## config.mk

```make
export PLATFORM = sky130hd
export DESIGN_NAME = pipe_stage_reg_flat
export DESIGN_NICKNAME = d
export VERILOG_FILES = /design/src/rtl/pipe_pkg.sv /design/src/rtl/pipe_stage_reg_if.sv /design/src/rtl/pipe_slot.sv /design/src/rtl/pipe_stage_reg.sv /design/src/flat_wrapper.sv
export SDC_FILE = /design/constraint.sdc
export NUM_CORES = 1
export LEC_CHECK = 0
export BUFFER_PORTS_ARGS = -buffer_cell sky130_fd_sc_hd__buf_2
export CAP_MARGIN = 20
export CORE_ASPECT_RATIO = 0.7
export CORE_MARGIN = 10
export CORE_UTILIZATION = 30
export DETAILED_ROUTE_END_ITERATION = 10
export PLACE_DENSITY = 0.54
export SLEW_MARGIN = 10
export SYNTH_ARGS = -nofsm -noshare
export SYNTH_HDL_FRONTEND = slang
export SYNTH_SLANG_ARGS = --single-unit
```

## constraint.sdc

```tcl
create_clock -name clk -period 1.5 [get_ports clk]
set_input_delay 0.3 -clock clk [delete_from_list [all_inputs] [get_ports clk]]
set_output_delay 0.3 -clock clk [all_outputs]
set_load 0.02 [all_outputs]
```

## src/rtl/pipe_pkg.sv

```systemverilog
// Shared pipeline definitions: control-bundle field layout and datapath offsets
// used by every stage register in the core.
package pipe_pkg;

  localparam int unsigned RD_W         = 5;
  localparam int unsigned REG_IN_SEL_W = 2;
  localparam int unsigned DWE_W        = 4;
  localparam int unsigned FUNC3_W      = 3;

  localparam int unsigned RD_LSB         = 0;
  localparam int unsigned REG_IN_SEL_LSB = RD_LSB + RD_W;
  localparam int unsigned DWE_LSB        = REG_IN_SEL_LSB + REG_IN_SEL_W;
  localparam int unsigned FUNC3_LSB      = DWE_LSB + DWE_W;
  localparam int unsigned MEM_REG_BIT    = FUNC3_LSB + FUNC3_W;
  localparam int unsigned REG_WR_BIT     = MEM_REG_BIT + 1;
  localparam int unsigned CTRL_BUNDLE_W  = REG_WR_BIT + 1;

  localparam int unsigned WORD_W       = 32;
  localparam int unsigned ALU_OUT_LSB  = 0;
  localparam int unsigned RV2_LSB      = ALU_OUT_LSB + WORD_W;
  localparam int unsigned PC_IMM_LSB   = RV2_LSB + WORD_W;
  localparam int unsigned IMM_LSB      = PC_IMM_LSB + WORD_W;
  localparam int unsigned ALU_ZERO_BIT = IMM_LSB + WORD_W;
  localparam int unsigned EXMEM_DATA_W = ALU_ZERO_BIT + 1;

  typedef struct packed {
    logic                    reg_wr;
    logic                    mem_reg;
    logic [FUNC3_W-1:0]      func3;
    logic [DWE_W-1:0]        dwe;
    logic [REG_IN_SEL_W-1:0] reg_in_sel;
    logic [RD_W-1:0]         rd;
  } ctrl_t;

endpackage

```

## src/rtl/pipe_stage_reg_if.sv

```systemverilog
// Valid/ready beat interface carrying a datapath and a control bundle.
interface pipe_stage_reg_if
  import pipe_pkg::*;
#(
    parameter int unsigned DATA_W = 128,
    parameter int unsigned CTRL_W = CTRL_BUNDLE_W
);
    logic              valid;
    logic              ready;
    logic [DATA_W-1:0] data;
    logic [CTRL_W-1:0] ctrl;

    modport master (output valid, output data, output ctrl, input ready);
    modport slave (input valid, input data, input ctrl, output ready);
endinterface

```

## src/rtl/pipe_slot.sv

```systemverilog
// One pipeline entry: valid bit, data and ctrl with load and clear.
module pipe_slot
  import pipe_pkg::*;
#(
    parameter int unsigned DATA_W     = 128,
    parameter int unsigned CTRL_W     = CTRL_BUNDLE_W,
    parameter bit          CLEAR_DATA = 1'b0
) (
    input  logic              clk,
    input  logic              reset_n,
    input  logic              load_i,
    input  logic              clear_i,
    input  logic [DATA_W-1:0] data_i,
    input  logic [CTRL_W-1:0] ctrl_i,
    output logic              valid_o,
    output logic [DATA_W-1:0] data_o,
    output logic [CTRL_W-1:0] ctrl_o
);
    logic              valid_q, valid_d;
    logic [DATA_W-1:0] data_q, data_d;
    logic [CTRL_W-1:0] ctrl_q, ctrl_d;

    // Clear beats load so a kill always wins; ctrl is zeroed in the register itself.
    always_comb begin
        valid_d = valid_q;
        data_d  = data_q;
        ctrl_d  = ctrl_q;
        if (clear_i) begin
            valid_d = 1'b0;
            ctrl_d  = '0;
            if (CLEAR_DATA) data_d = '0;
        end else if (load_i) begin
            valid_d = 1'b1;
            data_d  = data_i;
            ctrl_d  = ctrl_i;
        end
    end

    always_ff @(posedge clk or negedge reset_n) begin
        if (!reset_n) begin
            valid_q <= 1'b0;
            data_q  <= '0;
            ctrl_q  <= '0;
        end else begin
            valid_q <= valid_d;
            data_q  <= data_d;
            ctrl_q  <= ctrl_d;
        end
    end

    assign valid_o = valid_q;
    assign data_o  = data_q;
    assign ctrl_o  = ctrl_q;
endmodule

```

## src/rtl/pipe_stage_reg.sv

```systemverilog
// Generic pipeline stage register with valid/ready handshake, flush, optional
// skid entry and a saturating stall counter.
module pipe_stage_reg
  import pipe_pkg::*;
#(
    parameter int unsigned DATA_W     = 128,
    parameter int unsigned CTRL_W     = CTRL_BUNDLE_W,
    parameter bit          SKID_EN    = 1'b1,
    parameter bit          CLEAR_DATA = 1'b0,
    parameter int unsigned CNT_W      = 16
) (
    input  logic                 clk,
    input  logic                 reset_n,
    input  logic                 flush,
    input  logic                 stall_clr,
    output logic [CNT_W-1:0]     stall_cnt,
    pipe_stage_reg_if.slave      in_if,
    pipe_stage_reg_if.master     out_if
);
    logic              in_ready, in_fire, out_fire;
    logic              m_valid, m_load, m_clr;
    logic [DATA_W-1:0] m_data, m_data_in;
    logic [CTRL_W-1:0] m_ctrl, m_ctrl_in;
    logic              s_valid;
    logic [DATA_W-1:0] s_data;
    logic [CTRL_W-1:0] s_ctrl;
    logic [CNT_W-1:0]  stall_cnt_q, stall_cnt_d;

    assign in_fire  = in_if.valid & in_ready;
    assign out_fire = m_valid & out_if.ready;

    // M refills from S first so the older beat always leaves before a newer one.
    assign m_load    = ~flush & ((in_fire & (~m_valid | out_fire)) | (out_fire & s_valid));
    assign m_clr     = flush | (out_fire & ~s_valid & ~in_fire);
    assign m_data_in = s_valid ? s_data : in_if.data;
    assign m_ctrl_in = s_valid ? s_ctrl : in_if.ctrl;

    pipe_slot #(
        .DATA_W     (DATA_W),
        .CTRL_W     (CTRL_W),
        .CLEAR_DATA (CLEAR_DATA)
    ) u_main (
        .clk     (clk),
        .reset_n (reset_n),
        .load_i  (m_load),
        .clear_i (m_clr),
        .data_i  (m_data_in),
        .ctrl_i  (m_ctrl_in),
        .valid_o (m_valid),
        .data_o  (m_data),
        .ctrl_o  (m_ctrl)
    );

    if (SKID_EN) begin : g_skid
        logic s_load, s_clr, s_valid_d, in_ready_q;

        assign s_load    = ~flush & in_fire & m_valid & ~out_fire;
        assign s_clr     = flush | (out_fire & s_valid);
        assign s_valid_d = s_clr ? 1'b0 : (s_load ? 1'b1 : s_valid);

        pipe_slot #(
            .DATA_W     (DATA_W),
            .CTRL_W     (CTRL_W),
            .CLEAR_DATA (CLEAR_DATA)
        ) u_skid (
            .clk     (clk),
            .reset_n (reset_n),
            .load_i  (s_load),
            .clear_i (s_clr),
            .data_i  (in_if.data),
            .ctrl_i  (in_if.ctrl),
            .valid_o (s_valid),
            .data_o  (s_data),
            .ctrl_o  (s_ctrl)
        );

        // Registered copy of ~S.valid keeps in_ready off any combinational path.
        always_ff @(posedge clk or negedge reset_n) begin
            if (!reset_n) in_ready_q <= 1'b1;
            else          in_ready_q <= ~s_valid_d;
        end

        assign in_ready = in_ready_q;
    end else begin : g_no_skid
        assign s_valid  = 1'b0;
        assign s_data   = '0;
        assign s_ctrl   = '0;
        assign in_ready = out_if.ready | ~m_valid;
    end

    always_comb begin
        stall_cnt_d = stall_cnt_q;
        if (stall_clr) begin
            stall_cnt_d = '0;
        end else if (m_valid && !out_if.ready && !(&stall_cnt_q)) begin
            stall_cnt_d = stall_cnt_q + 1'b1;
        end
    end

    always_ff @(posedge clk or negedge reset_n) begin
        if (!reset_n) stall_cnt_q <= '0;
        else          stall_cnt_q <= stall_cnt_d;
    end

    assign in_if.ready  = in_ready;
    assign out_if.valid = m_valid;
    assign out_if.data  = m_data;
    assign out_if.ctrl  = m_ctrl;
    assign stall_cnt    = stall_cnt_q;
endmodule

```

## src/flat_wrapper.sv

```systemverilog
// flat-port wrapper written by rule: the top's interface ports become plain ports
module pipe_stage_reg_flat import pipe_pkg::*;
#(
    parameter int unsigned DATA_W     = 128,
    parameter int unsigned CTRL_W     = CTRL_BUNDLE_W,
    parameter bit          SKID_EN    = 1'b1,
    parameter bit          CLEAR_DATA = 1'b0,
    parameter int unsigned CNT_W      = 16
)
  (clk, reset_n, flush, stall_clr, stall_cnt, in_if_valid, in_if_data, in_if_ctrl, in_if_ready, out_if_valid, out_if_data, out_if_ctrl, out_if_ready);
  pipe_stage_reg_if #(.DATA_W(DATA_W), .CTRL_W(CTRL_W)) in_if_i ();
  pipe_stage_reg_if #(.DATA_W(DATA_W), .CTRL_W(CTRL_W)) out_if_i ();
  input  logic clk;
  input  logic reset_n;
  input  logic flush;
  input  logic stall_clr;
  output logic [CNT_W-1:0] stall_cnt;
  input wire logic [$bits(in_if_i.valid)-1:0] in_if_valid;
  input wire logic [$bits(in_if_i.data)-1:0] in_if_data;
  input wire logic [$bits(in_if_i.ctrl)-1:0] in_if_ctrl;
  output wire logic [$bits(in_if_i.ready)-1:0] in_if_ready;
  output wire logic [$bits(out_if_i.valid)-1:0] out_if_valid;
  output wire logic [$bits(out_if_i.data)-1:0] out_if_data;
  output wire logic [$bits(out_if_i.ctrl)-1:0] out_if_ctrl;
  input wire logic [$bits(out_if_i.ready)-1:0] out_if_ready;
  assign in_if_i.valid = in_if_valid;
  assign in_if_i.data = in_if_data;
  assign in_if_i.ctrl = in_if_ctrl;
  assign in_if_ready = in_if_i.ready;
  assign out_if_valid = out_if_i.valid;
  assign out_if_data = out_if_i.data;
  assign out_if_ctrl = out_if_i.ctrl;
  assign out_if_i.ready = out_if_ready;
  pipe_stage_reg #(.DATA_W(DATA_W), .CTRL_W(CTRL_W), .SKID_EN(SKID_EN), .CLEAR_DATA(CLEAR_DATA), .CNT_W(CNT_W)) u_core (.clk(clk), .reset_n(reset_n), .flush(flush), .stall_clr(stall_clr), .stall_cnt(stall_cnt), .in_if(in_if_i), .out_if(out_if_i));
endmodule
```

==> run_results.csv, run 1 <==
group,metric,value,unit
status,status,"complete, but fails checks",
status,violations,"setup timing",
detailed_routing,ant_nets,0,
sta,finalSetupViolCount,311,
floorplanning,fp.dieH,194,um
sta,finClkSkew,0.0141,ns
detailed_routing,firstDrtPassIters,5,
worst_setup_path,worst_setup_path_start_kind,"flip-flop",
sta,tightest_slew,0.453,ns
sta,post-route-period-util,1.12,
detailed_routing,routed_wl,50.0,mm
worst_setup_path,path_max_fanout,13,
clock_network,clock_path_buffers,3,
floorplanning,ios,312,
power_and_ir_drop,switchingPower,8.39,mW
power_and_ir_drop,switching_share,0.321,
global_route,overflow,0,
synthesis,synth-seq-area-share,0.593,
power_and_ir_drop,peakVddDrop,699,uV
clock_network,ctsHtreeMaxLevel,2,
power_and_ir_drop,power.internal,17.7,mW
sta,finalMaxSlewViolations,0,
detailed_routing,drtIter0Drc,802,
sta,hold_ws,0.0311,ns
worst_setup_path,cp-end-kind,"flip-flop",
synthesis,avgSynthCellArea,9.84,um2
detailed_routing,vias_per_cell,4.84,
cells_and_area,drive_gt1_frac,0.418,
synthesis,synth_cell_types,38,
power_and_ir_drop,p_leak,10.2,nW
clock_network,clk_latency,0.52,ns
cells_and_area,post-route-util,0.495,
worst_setup_path,worstPathRequired,1.95,ns
synthesis,synth.net_count,1467,
detailed_routing,wire_per_inst,20.5,um
place,place_congestion,0.780,
synthesis,syn_inst,1316,
worst_setup_path,arrival,2.12,ns
global_route,grt_pass1_vias,11570,
synthesis,synth.cell_area,13000,um2
clock_network,clock-root-buffer,"clkbuf_16",
synthesis,ys_ff_latch,307,
cells_and_area,syn2layout_area_growth,62.4,%
power_and_ir_drop,seqPwrFrac,0.438,
sta,finalHoldViolations,0,
cells_and_area,nets,2012,
hold_path,hp-start,"in_if_data[37]",
sta,tns,-29.95,ns
sta,rsz0062_at_grt,"true",
worst_setup_path,r2r_start,"u_core.in_if.ready",
floorplanning,initial_core_util,0.305,
power_and_ir_drop,power_density,1240,nW/um2
place,io_buffers,311,
synthesis,ys.warnings.count,0,
hold_path,hp-class,"input port to flip-flop",
clock_network,cts_tree,"yes",
sta,fin_ws,-0.173,ns
sta,period_minus_slack,1.67,ns
floorplanning,core_region_area,42500,um2
worst_setup_path,r2r_slack,-0.17,ns
synthesis,synth-async-reset-ratio,1.00,
worst_setup_path,crit_path_start,"u_core.in_if.ready",
global_route,grt_pass1_wl,68.3,mm
global_route,antenna_found_initial,1,
clock_network,cts_inserted_buffers,34,
sta,maxSlewHeadroom,0.698,
detailed_routing,vias,11783,
floorplanning,die_area,52000,um2
power_and_ir_drop,clkPwrFrac,0.316,
global_route,track_usage,0.164,
synthesis,synth_edf_count,0,
place,hpwl,27.7,mm
clock_network,cts.sinks,307,
global_route,grt_max_degree,56,
clock_network,path_clk_slew,0.06,ns
floorplanning,dieWidth,268,um
floorplanning,fp-row-count,63,
worst_setup_path,path_class,"flip-flop to flip-flop",
power_and_ir_drop,power_frac_comb,0.246,
detailed_routing,drc,0,
job,maxCapViolations,0,
synthesis,synth_ff_type,"dfrtp_1",
sta,fmax,598,MHz
logic make-up (layout without fill, tap and decap cells):
family                   count (synthesis)  in the layout  share of synthesized area
AO/OA/AOI/OAI                          191            191                     0.0807
adder cells (fa/ha/maj)                  1              1                   0.000966
buffers and inverters                   84            651                     0.0268
flip-flops                             307            307                      0.593
multiplexers                           151            151                      0.117
other                                    0              1                          0
AND/OR/NAND/NOR                        582            583                      0.181
path summary, 6_finish.rpt:
check | end | cells past startpoint
setup / recovery | u_core.g_skid.u_skid.data_o[120] | 8
hold / removal | u_core.g_skid.u_skid.data_o[37] | 3
setup reg to reg | u_core.g_skid.u_skid.data_o[120] | 8
hold reg to reg | u_core.g_skid.u_skid.data_o[40] | 2
min in group asynchronous | u_core.g_skid.u_skid.data_o[20] | 2
max in group asynchronous | u_core.g_skid.u_skid.data_o[106] | 3
layer usage:
metal  up-vias  routed length (um)  global-route usage
met2       371               23000               0.258
li1       5495                   -                   -
met4         0                 726              0.0287
met1      5863               22900               0.226
met5         -                   0                   0
met3        54                3380              0.0405
worst max-delay path, cell delays in order (launching register included):
cell	delay, ns
dfstp_2	0.55
nand2_4	0.07
buf_6	0.13
nor3_4	0.21
buf_6	0.15
buf_12	0.17
clkbuf_16	0.20
nand2_1	0.06
nand2_1	0.06
cells in the final DEF (no fill, tap or decap), types with 8 or more instances in the layout:
master | Yosys | layout
nand2_1 | 534 | 353
dfrtp_1 | 306 | 294
buf_2 | 25 | 292
mux2i_1 | 145 | 145
nand2_2 | 0 | 115
dlygate4sd3_1 | 0 | 114
o21ai_1 | 0 | 110
nand2_4 | 0 | 66
clkbuf_16 | 0 | 64
buf_4 | 0 | 48
buf_6 | 0 | 45
o21ai_2 | 0 | 38
buf_12 | 0 | 33
buf_16 | 0 | 21
a22o_1 | 16 | 16
clkbuf_1 | 54 | 11
dfrtp_2 | 0 | 11
a21oi_2 | 1 | 8
registers in the layout (all words and copies together), names as in the netlist:
signal                        cells
u_core.u_main.data_o            128
u_core.g_skid.u_skid.ctrl_o      16
u_core.u_main.ctrl_o             16
u_core.in_if.ready                1
u_core.g_skid.u_skid.data_o     128
u_core.u_main.valid_o             1
u_core.stall_cnt                 16
u_core.g_skid.u_skid.valid_o      1
layout make-up:
type	count	area, um2
antenna	1	2.50
clock buffer	53	1010
clock inverter	6	58.8
fill	3834	21400
inverter	4	15.0
multi-input combinational	926	6000
sequential	307	7700
tap	552	691
timing repair buffer	588	5560
stage by stage:
step	worst slack (ns)	std cells	area, um2	power, mW
floorplan	-0.235	1316	13400	14.1
global placement	-0.125	2185	15900	16.1
detailed placement	-0.136	2185	15900	16.3
CTS	-0.140	2384	19000	25.3
global route	-0.223	2436	21000	27.5
finish	-0.173	2437	21000	26.1
timing repair:
item	CTS	global route
resized for setup	85	358
hold endpoints to repair	137	0
gates cloned	17	40
endpoints found under the setup margin	290	323
hold buffers	114	0
pin swaps	26	123
buffers inserted	9	16
synth_stat cells (5+ instances only):
master	instances	area (um2)
nand2_1	534	2000
a21oi_1	15	75.1
clkbuf_1	54	203
o21ai_0	151	756
a22o_1	16	140
buf_2	25	125
nor2_1	7	26.3
mux2_2	6	67.6
nor2b_1	5	31.3
dfrtp_1	306	7660
mux2i_1	145	1450
or3_1	6	37.5
power by group through the flow:
stage | Sequential, mW | Combinational [mW] | Clock (mW)
2_1_floorplan | 12.0 | 2.09 | 0
3_3_place_gp | 11.2 | 4.92 | 0
3_5_place_dp | 11.2 | 5.05 | 0
4_1_cts | 11.1 | 5.63 | 8.49
5_1_grt | 11.6 | 7.04 | 8.81
6_report | 11.4 | 6.44 | 8.26
No activity file was read; power rests on OpenSTA's default activity.
==> run 2: changes to the inputs <==
CTS_CLUSTER_DIAMETER = 50   (was default)
PLACE_DENSITY = 0.49   (was 0.54)
==> run 2 against run 1 <==
- the run still ends with setup timing left
- sequential share of layout area grew 2.6 points
- worst setup slack better by 0.027 ns
- clock power up 4.5%
- register-to-register slack gained 0.03 ns
- worst hold slack lost 0.0010 ns
- power is 2.8% lower
- critical path depth fell by 3
- core utilization down 3.3 points
- clock skew is 0.0028 ns lower
- maximum frequency grew 1.7%
- combinational power shrank 13%
- final cell count decreased by 0.78%
==> run_results.csv, run 2 (synthesized netlist as in run 1, its figures left out) <==
group,metric,value,unit
global_route,track_usage,0.153,
place,place_congestion,0.789,
sta,rsz0062_at_grt,"true",
worst_setup_path,rr_worst_depth,5,
status,violations,"setup timing",
clock_network,clock_path_buffers,3,
detailed_routing,vias,11107,
worst_setup_path,r2r-end,"u_core.stall_cnt[0]",
sta,tightest_slew,0.436,ns
cells_and_area,stdcell_area,19600,um2
floorplanning,dieWidth,268,um
floorplanning,ios,312,
place,dp_worst_setup_slack,-0.159,ns
status,status,"complete, but fails checks",
cells_and_area,post-route-util,0.462,
sta,finClkSkew,0.0113,ns
sta,maxSlewHeadroom,0.709,
cells_and_area,mostFrequentLayoutCell,"nand2_1",
detailed_routing,firstDrtPassIters,5,
place,io_buffers,311,
cells_and_area,nets,1990,
cells_and_area,final_cell_mix,"491 x nand2_1, 296 x buf_2, 293 x dfrtp_1",
hold_path,hp-class,"input port to flip-flop",
place,place_area,16200,um2
sta,fmax,608,MHz
detailed_routing,wire_per_inst,17.9,um
floorplanning,fp.dieH,194,um
clock_network,cts.sinks,307,
hold_path,hold_path_depth,3,
clock_network,cts_tree,"yes",
sta,finalHoldViolations,0,
clock_network,cts_inserted_buffers,36,
job,maxCapViolations,0,
worst_setup_path,r2r_start,"u_core.stall_cnt[14]",
detailed_routing,ant_nets,0,
detailed_routing,drc,0,
worst_setup_path,path_class,"flip-flop to flip-flop",
global_route,overflow,0,
global_route,grt_pass1_wl,64.4,mm
clock_network,clock-root-buffer,"clkbuf_16",
hold_path,whs_endpoint,"u_core.g_skid.u_skid.data_o[45]",
sta,finalMaxSlewViolations,0,
detailed_routing,vias_per_cell,4.59,
power_and_ir_drop,peakVddDrop,607,uV
sta,finalSetupViolCount,308,
worst_setup_path,path_max_fanout,6,
detailed_routing,routed_wl,43.3,mm
global_route,grt_max_degree,62,
worst_setup_path,r2r_slack,-0.15,ns
worst_setup_path,worstPathRequired,1.89,ns
global_route,antenna_found_initial,5,
place,hpwl,28.2,mm
floorplanning,initial_core_util,0.305,
clock_network,path_clk_slew,0.06,ns
cells_and_area,syn2layout_area_growth,51.5,%
floorplanning,fp-row-count,63,
worst_setup_path,cp-end-kind,"flip-flop",
power_and_ir_drop,power_density,1290,nW/um2
clock_network,clk_latency,0.52,ns
hold_path,hp-start,"in_if_data[45]",
global_route,grt_pass1_vias,11160,
floorplanning,die_area,52000,um2
floorplanning,core_region_area,42500,um2
power_and_ir_drop,total_power,25.4,mW
worst_setup_path,worst_setup_path_start_kind,"flip-flop",
power_and_ir_drop,p_leak,9.66,nW
cells_and_area,drive_gt1_frac,0.325,
worst_setup_path,arrival,2.03,ns
sta,period_minus_slack,1.65,ns
detailed_routing,drtIter0Drc,691,
cells_and_area,fillers,3979,
sta,fin_ws,-0.146,ns
clock_network,ctsHtreeMaxLevel,2,
sta,post-route-period-util,1.10,
run 2: worst max-delay path, stage by stage (launching register included):
cell     delay (ns)
dfrtp_1        0.41
nand4_1        0.24
nor4_4         0.33
buf_4          0.20
a21oi_4        0.07
mux2_2         0.28
run 2: per-layer routing:
layer,up-vias,share of wire,track usage
met3,57,0.059,0.0371
met2,276,0.45,0.236
met4,4,0.016,0.0347
li1,5424,-,-
met1,5346,0.47,0.212
met5,-,0.00048,0
run 2: repair_timing:
item / 4_1_cts / 5_1_grt
pin swaps: 19 / 40
buffers inserted: 13 / 7
hold buffers: 105 / 0
gates resized for setup: 82 / 86
endpoints found under the setup margin: 317 / 320
gates cloned: 2 / 18
endpoints found under the hold margin: 269 / 0
run 2: worst max-delay path by stage:
stage | endpoint | from | cells past startpoint
after global routing | u_core.stall_cnt[0] | u_core.stall_cnt[14] | 5
final | u_core.stall_cnt[0] | u_core.stall_cnt[14] | 5
after floorplan | u_core.stall_cnt[0] | u_core.stall_cnt[1] | 5
after global placement | u_core.stall_cnt[15] | out_if_ready | 5
after CTS | u_core.u_main.data_o[51] | u_core.in_if.ready | 6
after detailed placement | u_core.stall_cnt[15] | out_if_ready | 5
run 2: area by class of cell:
class,instances,area (um2),share of cell area
inverters,4,15.0,0.000765
well taps,552,691,0.0352
diodes,3,7.51,0.000382
clock inverters,6,93.8,0.00478
flip-flops and latches,307,7700,0.392
repair buffers,565,4810,0.245
clock buffers,56,1060,0.0539
multi-input cells,925,5250,0.268
run 2: per-stage QoR:
stage                     setup TNS, ns  hold WS, ns  std cells
after CTS                        -21.85      0.00161       2391
final                            -25.53       0.0301       2418
after global routing             -41.32     0.000507       2418
after global placement           -21.04        0.204       2209
after detailed placement         -22.32        0.199       2209
after floorplan                  -22.88      0.00441       1316
run 2: power by group:
| part | switching [mW] | leakage (nW) | internal (mW) |
|---|---|---|---|
| clock | 3.44 | 0.561 | 5.19 |
| combinational | 3.25 | 5.20 | 2.35 |
| sequential | 1.07 | 3.90 | 10.1 |
| total | 7.76 | 9.66 | 17.6 |
==> run 3: changes to the inputs <==
CTS_BUF_LIST = sky130_fd_sc_hd__clkbuf_4   (was default)
PLACE_DENSITY = 0.48   (was 0.49)
SYNTH_HIERARCHICAL = 1   (was default)
==> run 3 against run 2 <==
- the run still ends with setup timing left
- wire length grew 3.0%
- first-iteration DRC count shrank 37%
- global-route usage grew 0.47 points
- maximum frequency shrank 18%
- sequential share of layout area shrank 5.4 points
- register-to-register slack lost 0.36 ns
- final area grew 16%
- worst hold slack gained 0.14 ns
- via count shrank 6.4%
- clock power shrank 8.0%
- sequential power is essentially flat
- largest power group unchanged
- final cell count shrank 4.4%
==> run_results.csv, run 3 <==
group,metric,value,unit
detailed_routing,ant_nets,0,
worst_setup_path,path_max_fanout,16,
cells_and_area,nets,1794,
sta,finalMaxSlewViolations,0,
floorplanning,fp-row-count,65,
sta,finClkSkew,0.0319,ns
clock_network,clock_path_buffers,3,
cells_and_area,drive_gt1_frac,0.649,
worst_setup_path,r2r_slack,-0.51,ns
clock_network,path_clk_slew,0.08,ns
place,place_congestion,0.743,
cells_and_area,fillers,3881,
synthesis,syn_inst,922,
global_route,grt_pass1_vias,11658,
synthesis,yosysMostFrequentCell,"mux2_2",
hold_path,hp-class,"input port to asynchronous set/reset pin",
synthesis,avgSynthCellArea,14.8,um2
global_route,grt_pass1_wl,67.7,mm
sta,period_minus_slack,2.01,ns
global_route,grt_max_degree,79,
cells_and_area,syn2layout_area_growth,66.9,%
cells_and_area,final_cell_mix,"289 x dfrtp_1, 198 x buf_6, 194 x mux2_4",
detailed_routing,wire_per_inst,19.3,um
clock_network,cts.sinks,307,
sta,fin_ws,-0.506,ns
sta,fmax,499,MHz
power_and_ir_drop,p_leak,10.6,nW
synthesis,synth-seq-area-share,0.563,
worst_setup_path,rr_worst_depth,9,
job,maxCapViolations,0,
worst_setup_path,cp-end-kind,"flip-flop",
detailed_routing,vias,10395,
status,violations,"setup timing",
detailed_routing,firstDrtPassIters,6,
floorplanning,ios,312,
synthesis,synth_compound_area_frac,0.0150,
synthesis,yosysTopAreaCell,"dfrtp_1",
floorplanning,initial_core_util,0.303,
global_route,overflow,0,
clock_network,clock-root-buffer,"clkbuf_4",
worst_setup_path,worst_setup_path_start_kind,"flip-flop",
synthesis,ys.warnings.count,6,
power_and_ir_drop,power_density,1160,nW/um2
synthesis,synth_ff_type,"dfrtp_1",
place,dp_worst_setup_slack,-0.540,ns
sta,post-route-period-util,1.34,
synthesis,synth_top_family_by_area,"multiplexers",
synthesis,synth_top_cells_by_count,"371 x mux2_2, 306 x dfrtp_1, 40 x nor2_1",
floorplanning,dieWidth,275,um
worst_setup_path,worstPathRequired,2.14,ns
detailed_routing,drtIter0Drc,434,
detailed_routing,routed_wl,44.6,mm
synthesis,synth_xor_area_frac,0,
power_and_ir_drop,peakVddDrop,628,uV
clock_network,clk_latency,0.78,ns
global_route,antenna_found_initial,2,
worst_setup_path,r2r-end,"u_core/g_skid.u_skid/data_o[83]",
clock_network,cts_tree,"yes",
synthesis,ys_ff_latch,307,
worst_setup_path,crit_path_start,"u_core/u_main/valid_o",
floorplanning,die_area,54600,um2
synthesis,synthDominantCellAreaShare,0.561,
sta,tightest_slew,0.456,ns
sta,hold_ws,0.173,ns
cells_and_area,post-route-util,0.506,
status,status,"complete, but fails checks",
place,io_buffers,311,
floorplanning,core_region_area,45100,um2
power_and_ir_drop,total_power,26.5,mW
synthesis,synth.net_count,1073,
synthesis,synthAdderAreaFrac,0.000916,
synthesis,synth.cell_area,13700,um2
synthesis,synth_edf_count,0,
worst_setup_path,path_class,"flip-flop to flip-flop",
cells_and_area,mostFrequentLayoutCell,"dfrtp_1",
worst_setup_path,arrival,2.64,ns
place,place_inst,1883,
detailed_routing,drc,0,
sta,finalHoldViolations,0,
synthesis,yosys-top-cells-area,"dfrtp_1 56%, mux2_2 31%, buf_6 2.5%",
sta,rsz0062_at_grt,"true",
global_route,track_usage,0.157,
place,hpwl,27.0,mm
cells_and_area,fin_cells,2311,
clock_network,ctsHtreeMaxLevel,3,
worst_setup_path,crit_end,"u_core/g_skid.u_skid/data_o[83]",
sta,maxSlewHeadroom,0.695,
worst_setup_path,r2r_start,"u_core/u_main/valid_o",
floorplanning,fp.dieH,199,um
clock_network,cts_inserted_buffers,85,
sta,finalSetupViolCount,466,
synthesis,synthSimpleGateAreaFrac,0.0341,
synthesis,synth-async-reset-ratio,1.00,
detailed_routing,vias_per_cell,4.50,
synthesis,synth_cell_types,35,
synthesis,synth_mux_area_frac,0.354,
run 3: changes by cell type after synthesis, sizes merged, moves of 7 or more:
cell    previous run  this run
nor2               7        40
nand2            534         7
or4                4        11
o21ai            151         4
buf               26        40
clkbuf            54        18
mux2               6       401
a22o              16         0
mux2i            145        32
run 3: critical path: stages, from the launching register on:
cell,delay (ns)
dfrtp_2,0.42
buf_6,0.12
nand2b_4,0.05
buf_6,0.11
nor3_4,0.12
nor2b_4,0.23
buf_6,0.15
buf_12,0.15
buf_12,0.16
mux2_2,0.35
run 3: cell families (layout without fill, tap and decap cells):
| kind of cell | Yosys count | in the layout |
|---|---|---|
| compound gates | 33 | 33 |
| fa+ha+maj | 1 | 1 |
| buf+inv | 59 | 841 |
| flops | 307 | 307 |
| mux | 433 | 433 |
| other cells | 0 | 4 |
| simple gates | 89 | 89 |
run 3: where the power goes:
part	switching (mW)	internal (mW)
clock	3.74	4.20
sequential	1.14	9.84
combinational	2.89	4.73
total	7.77	18.8
run 3: layer usage:
metal	vias to the layer above	global-route usage	wire, um
met5	-	0	0
met2	228	0.249	21400
li1	4851	-	-
met3	48	0.0464	2170
met1	5268	0.204	20500
met4	0	0.0489	542
run 3: worst min-delay path by stage:
stage | start | end | slack, ns
2_1_floorplan | reset_n | u_core/g_skid.u_skid/ctrl_o[0] | 0.004
3_3_place_gp | reset_n | u_core/g_skid.u_skid/data_o[48] | 0.21
3_5_place_dp | reset_n | u_core/g_skid.u_skid/data_o[48] | 0.21
4_1_cts | out_if_ready | u_core/stall_cnt[9] | -0.02
5_1_grt | out_if_ready | u_core/stall_cnt[6] | 0.08
6_report | reset_n | u_core/u_main/data_o[44] | 0.17
run 3: cell type report:
class | instances | area (um2) | share of cell area
inverters | 1 | 3.75 | 0.000165
clock buffers | 120 | 901 | 0.0395
clock inverters | 28 | 193 | 0.00845
diodes | 4 | 10.0 | 0.000439
repair buffers | 692 | 6750 | 0.296
flip-flops and latches | 307 | 7710 | 0.338
multi-input cells | 556 | 6480 | 0.284
well taps | 603 | 754 | 0.0331
run 3: what timing repair did:
| item | CTS | global route |
|---|---|---|
| buffers inserted | 85 | 34 |
| hold buffers | 150 | 0 |
| endpoints found under the setup margin | 467 | 468 |
| hold endpoints to repair | 612 | 0 |
| pin swaps | 15 | 7 |
| resized for setup | 523 | 104 |
| gates cloned | 11 | 6 |
run 3: stage by stage:
step | setup TNS, ns | cell area (um2)
finish | -133.51 | 22800
global route | -171.71 | 22800
CTS | -157.29 | 22100
detailed placement | -126.00 | 16800
global placement | -123.92 | 16800
floorplan | -127.34 | 13800
